[config.mk]
export PLATFORM = sky130hd
export DESIGN_NAME = mips_muldiv
export DESIGN_NICKNAME = d
export VERILOG_FILES = /design/src/rtl/mips_muldiv.sv
export SDC_FILE = /design/constraint.sdc
export NUM_CORES = 1
export LEC_CHECK = 0
export ABC_AREA = 1
export BUFFER_PORTS_ARGS = -buffer_cell sky130_fd_sc_hd__buf_2
export CAP_MARGIN = 20
export CORE_ASPECT_RATIO = 1.25
export CORE_MARGIN = 1.5
export CORE_UTILIZATION = 50
export DETAILED_ROUTE_END_ITERATION = 7
export HOLD_SLACK_MARGIN = 0.02
export PLACE_DENSITY = 0.73
export SYNTH_ARGS = -nofsm -noshare
export SYNTH_HDL_FRONTEND = slang
export SYNTH_SLANG_ARGS = --single-unit
[constraint.sdc]
create_clock -name clk -period 2.9 [get_ports clk]
set_clock_uncertainty 0.1 [all_clocks]
set_input_delay 0.435 -clock clk [delete_from_list [all_inputs] [get_ports clk]]
set_output_delay 0.435 -clock clk [all_outputs]
set_load 0.01 [all_outputs]
[src/rtl/mips_muldiv.sv]
// rtl/mips_muldiv.sv - radix-2 iterative MULT/MULTU/DIV/DIVU unit with HI/LO registers
module mips_muldiv #(
  parameter int WIDTH = 32
) (
  input  logic             clk,
  input  logic             rst_b,
  input  logic             start,
  input  logic [1:0]       op,
  input  logic [WIDTH-1:0] a,
  input  logic [WIDTH-1:0] b,
  input  logic             flush,
  input  logic             hi_we,
  input  logic             lo_we,
  input  logic [WIDTH-1:0] wdata,
  output logic             busy,
  output logic             done,
  output logic             div_by_zero,
  output logic [WIDTH-1:0] hi,
  output logic [WIDTH-1:0] lo
);

  localparam int CW = $clog2(WIDTH);
  localparam logic [CW-1:0] LAST = CW'(WIDTH - 1);

  typedef enum logic [1:0] {S_IDLE, S_RUN, S_FIX, S_DONE} state_t;

  state_t             state, state_nx;
  logic [CW-1:0]      cnt;
  logic               is_div, neg_q, neg_r, dz;
  logic [WIDTH-1:0]   a_lat, mag_a, quo, rem, mag_b;
  logic [2*WIDTH-1:0] prod;

  logic               a_neg_in, b_neg_in;
  logic [WIDTH-1:0]   mag_a_in, mag_b_in;
  logic [WIDTH:0]     mul_sum, div_shift, div_trial;
  logic [2*WIDTH-1:0] prod_fix;
  logic [WIDTH-1:0]   quo_fix, rem_fix, hi_res, lo_res;

  assign busy = (state == S_RUN) || (state == S_FIX);
  assign done = (state == S_DONE);

  // Signed ops work on magnitudes; signs are reapplied in FIX.
  assign a_neg_in = ~op[0] & a[WIDTH-1];
  assign b_neg_in = ~op[0] & b[WIDTH-1];
  assign mag_a_in = a_neg_in ? -a : a;
  assign mag_b_in = b_neg_in ? -b : b;

  assign mul_sum   = {1'b0, prod[2*WIDTH-1:WIDTH]} + (prod[0] ? {1'b0, mag_a} : '0);
  assign div_shift = {rem, quo[WIDTH-1]};
  assign div_trial = div_shift - {1'b0, mag_b};

  assign prod_fix = neg_q ? -prod : prod;
  assign quo_fix  = neg_q ? -quo : quo;
  assign rem_fix  = neg_r ? -rem : rem;
  // A zero divisor yields all-ones quotient and the original dividend as remainder.
  assign hi_res = is_div ? (dz ? a_lat : rem_fix) : prod_fix[2*WIDTH-1:WIDTH];
  assign lo_res = is_div ? (dz ? '1 : quo_fix) : prod_fix[WIDTH-1:0];

  always_ff @(posedge clk or negedge rst_b) begin
    if (!rst_b) state <= S_IDLE;
    else        state <= state_nx;
  end

  always_comb begin
    state_nx = state;
    case (state)
      S_IDLE: if (start) state_nx = S_RUN;
      S_RUN:  if (flush) state_nx = S_IDLE;
              else if (cnt == LAST) state_nx = S_FIX;
      S_FIX:  state_nx = flush ? S_IDLE : S_DONE;
      S_DONE: state_nx = S_IDLE;
      default: state_nx = S_IDLE;
    endcase
  end

  always_ff @(posedge clk or negedge rst_b) begin
    if (!rst_b) begin
      cnt         <= '0;
      is_div      <= 1'b0;
      neg_q       <= 1'b0;
      neg_r       <= 1'b0;
      dz          <= 1'b0;
      a_lat       <= '0;
      mag_a       <= '0;
      mag_b       <= '0;
      quo         <= '0;
      rem         <= '0;
      prod        <= '0;
      hi          <= '0;
      lo          <= '0;
      div_by_zero <= 1'b0;
    end else begin
      case (state)
        S_IDLE: if (start) begin
          cnt    <= '0;
          is_div <= op[1];
          neg_q  <= a_neg_in ^ b_neg_in;
          neg_r  <= a_neg_in;
          dz     <= (b == '0);
          a_lat  <= a;
          mag_a  <= mag_a_in;
          mag_b  <= mag_b_in;
          quo    <= mag_a_in;
          rem    <= '0;
          prod   <= {{WIDTH{1'b0}}, mag_b_in};
        end
        S_RUN: begin
          cnt <= (flush || cnt == LAST) ? '0 : cnt + CW'(1);
          if (is_div) begin
            // Restoring step: keep the subtraction only if it did not go negative.
            if (!div_trial[WIDTH]) begin
              rem <= div_trial[WIDTH-1:0];
              quo <= {quo[WIDTH-2:0], 1'b1};
            end else begin
              rem <= div_shift[WIDTH-1:0];
              quo <= {quo[WIDTH-2:0], 1'b0};
            end
          end else begin
            prod <= {mul_sum, prod[WIDTH-1:1]};
          end
        end
        S_FIX: if (!flush) begin
          hi          <= hi_res;
          lo          <= lo_res;
          div_by_zero <= is_div & dz;
        end
        default: ;
      endcase
      if (!busy) begin
        if (hi_we) hi <= wdata;
        if (lo_we) lo <= wdata;
      end
    end
  end

endmodule

==> qor.yml <==
synth.most_common_cell: "nand2_1"
ioPinCount: 171
reg2regPathDepth: 11
dieArea_um2: 48200
finalMaxSlewViolations: 0
yosysWarnings: 0
die_x_um: 197
vias: 26118
dr_wl_met2_um: 42500
drive_above_1_share: 0.0918
vias_per_cell: 5.88
cap_violations: 0
diodes: 0
ys_ff_latch: 299
rows: 88
multi_input_area_um2: 14000
grt_pass1_vias: 24405
synth-simple-area-share: 0.352
num-nets-final: 4016
max_freq_mhz: 368
syn_nets: 3872
highest_layer: "met5"
p_per_area_nw_per_um2: 1120
worstHoldStart: "wdata[2]"
dr.pass1.iters: 8
overflow: 0
synth_xor_area_frac: 0.0291
synth_top_family_by_area: "simple AND/OR/NAND/NOR gates"
synth.top_cell.area_share: 0.319
cts_max_level: 2
syn_avg_cell_area_um2: 6.36
syn_area_um2: 23500
cts_sinks: 299
min_path_type: "input port to flop"
route.met3.wl_um: 8130
reg2reg_from: "prod[0]$_DFFE_PN0P_"
status: "finished clean"
clockBufferDepth: 3
share_seq_of_total_power: 0.262
core-area_um2: 46200
synthAdderAreaFrac: 0.0422
min_period_over_period: 0.938
cts_tree: "built"
p_sw_mw: 15.4
globalplace.congestion: 1.04
synth_compound_gate_area_share: 0.173
floorplan.initialDensity: 0.507
worstPathRequired_ns: 3.25
pwr-share-clk: 0.157
synth.area.mux_share: 0
cts_setup_buffers: 0
tightestPinTransition_ns: 0.774
wl_per_cell_um: 21.1
place_hpwl_um: 74200
register_area_um2: 7480
grt_max_degree: 104
synthArstFlopShare: 1.00
setup_violations: 0
synth_edf_count: 0
cts_root_buf: "clkbuf_16"
io_buffer_count: 170
grt_pass1_wl_um: 141000
wl_met1_um: 35400
drt_iter0_drc: 2850
critPathMaxFanout: 31
n_fill_cell: 4706
synth.largest_area_cell: "dfrtp_1"
cts_made_buffers: 36
sw_frac_of_total: 0.521
drt-total-wl_um: 93900
arrival_ns: 3.07
endpoint_kind: "flop"
syn_to_final_growth_pct: 12.4
slew_headroom: 0.484
post-route-min-period_ns: 2.72
worstSetupStartpointType: "flop"
synth_cell_types: 56
grt_usage: 0.386
die_h_um: 245
path_class: "flop to flop"
worstSetupStartpoint: "prod[0]$_DFFE_PN0P_"
yosys-top-cells-count: "nand2_1, nor2_1, inv_1, nand3_1, o21ai_0"
drc: 0
stdcell_count: 4440
antenna_found_initial: 3
p_comb_frac: 0.581
worst_hold_slack_ns: 0.0408
synthCells: 3690
hold_viol_final: 0
power.leakage_nw: 13.4
peakVddDrop_v: 0.000789
ant_nets: 0
yosysSeqAreaShare: 0.319
synth_ff_type: "dfrtp_1"
clk_latency_ns: 0.57
path_clk_slew_ns: 0.06
placed_cells: 4379
holdPathStages: 3
synth_area_leaders: "dfrtp_1, nand2_1, nor2_1, nand3_1, o21ai_0"
p_int_mw: 14.2
## worst max-delay path, cell delays in order (launching register included)
cell	delay (ns)
dfrtp_1	0.37
buf_4	0.28
nand2_1	0.14
fa_1	0.45
o21ai_1	0.32
a21oi_1	0.19
o21bai_1	0.31
nand3_1	0.15
o211ai_1	0.11
nand2_1	0.07
nand3_1	0.07
nand2_1	0.05
## layer usage
metal  GRT usage  vias to the layer above
met5           0                        -
met2       0.623                     1431
met3      0.0682                      373
li1            -                    12403
met1       0.465                    11907
met4       0.271                        4
## power by group through the flow
stage               combinational, mW  sequential (mW)  clock (mW)
floorplan                        11.3             7.30           0
global placement                 16.6             7.71           0
detailed placement               16.8             7.72           0
CTS                              16.8             7.67        4.67
global route                     19.0             7.89        4.83
finish                           17.2             7.74        4.65
## placed cells by master, fill, tap and decap left out, types with 5 or more instances in the layout
| master | n |
|---|---|
| a21boi_0 | 6 |
| a21o_1 | 11 |
| a21oi_1 | 287 |
| a22oi_1 | 6 |
| a31oi_1 | 25 |
| a32oi_1 | 5 |
| buf_12 | 12 |
| buf_2 | 169 |
| buf_4 | 56 |
| clkbuf_1 | 8 |
| clkbuf_16 | 37 |
| clkbuf_8 | 6 |
| dfrtp_1 | 297 |
| ha_1 | 75 |
| inv_1 | 364 |
| inv_2 | 7 |
| nand2_1 | 1059 |
| nand2_2 | 7 |
| nand3_1 | 315 |
| nand3b_1 | 16 |
| nand4_1 | 44 |
| nor2_1 | 454 |
| nor2_2 | 8 |
| nor2_4 | 5 |
| nor3_1 | 33 |
| o211ai_1 | 36 |
| o21a_1 | 9 |
| o21ai_0 | 310 |
| o21ai_1 | 12 |
| o21bai_1 | 6 |
| o22ai_1 | 11 |
| or2_2 | 12 |
| xnor2_1 | 17 |
| xor2_1 | 61 |
## final timing paths
check                                              to  slack [ns]
worst max-delay path             prod[57]$_DFFE_PN0P_        0.18
worst min-delay path                  hi[2]$_DFF_PN0_        0.04
worst max register to register   prod[57]$_DFFE_PN0P_        0.18
worst min register to register  mag_a[21]$_DFFE_PN0P_        0.38
max in group asynchronous         rem[27]$_DFFE_PN0P_        1.54
min in group asynchronous             hi[9]$_DFF_PN0_        0.36
## logic make-up (layout without fill, tap and decap cells)
logic type / after synthesis / after routing
AO/OA/AOI/OAI: 747 / 747
AND/OR/NAND/NOR: 1978 / 1978
buffers and inverters: 510 / 675
XOR/XNOR: 78 / 78
adder cells (fa/ha/maj): 78 / 78
flip-flops: 299 / 299
## state kept, by name (all words and copies together), names as in the netlist
name,cells
neg_r,1
div_by_zero,1
is_div,1
dz,1
rem,32
quo,32
prod,64
mag_a,31
hi,32
mag_b,32
cnt,5
state,2
a_lat,32
lo,32
neg_q,1
## timing repair
item                                   in CTS  in global routing
setup endpoints to repair                   0                 42
resized for setup                           0                  7
endpoints found under the hold margin      60                  0
hold buffers                                2                  0
## layout make-up
class	instances	share of cell area
flip-flops and latches	299	0.284
multi-input cells	2881	0.532
clock buffers	51	0.0394
inverters	375	0.0534
well taps	585	0.0278
repair buffers	241	0.0589
clock inverters	8	0.00451
## per-stage QoR
step                      area (um^2)  setup TNS (ns)  utilization  worst slack [ns]  power, mW
final                           26400               0        0.570             0.181       29.6
after global routing            26400         -0.0257        0.570           -0.0257       31.7
after CTS                       26400               0        0.570             0.132       29.2
after detailed placement        25200               0        0.544             0.156       24.5
after global placement          25200               0        0.544             0.206       24.3
after floorplan                 23500               0            -             0.345       18.6
(Power assumes the default switching activity.)
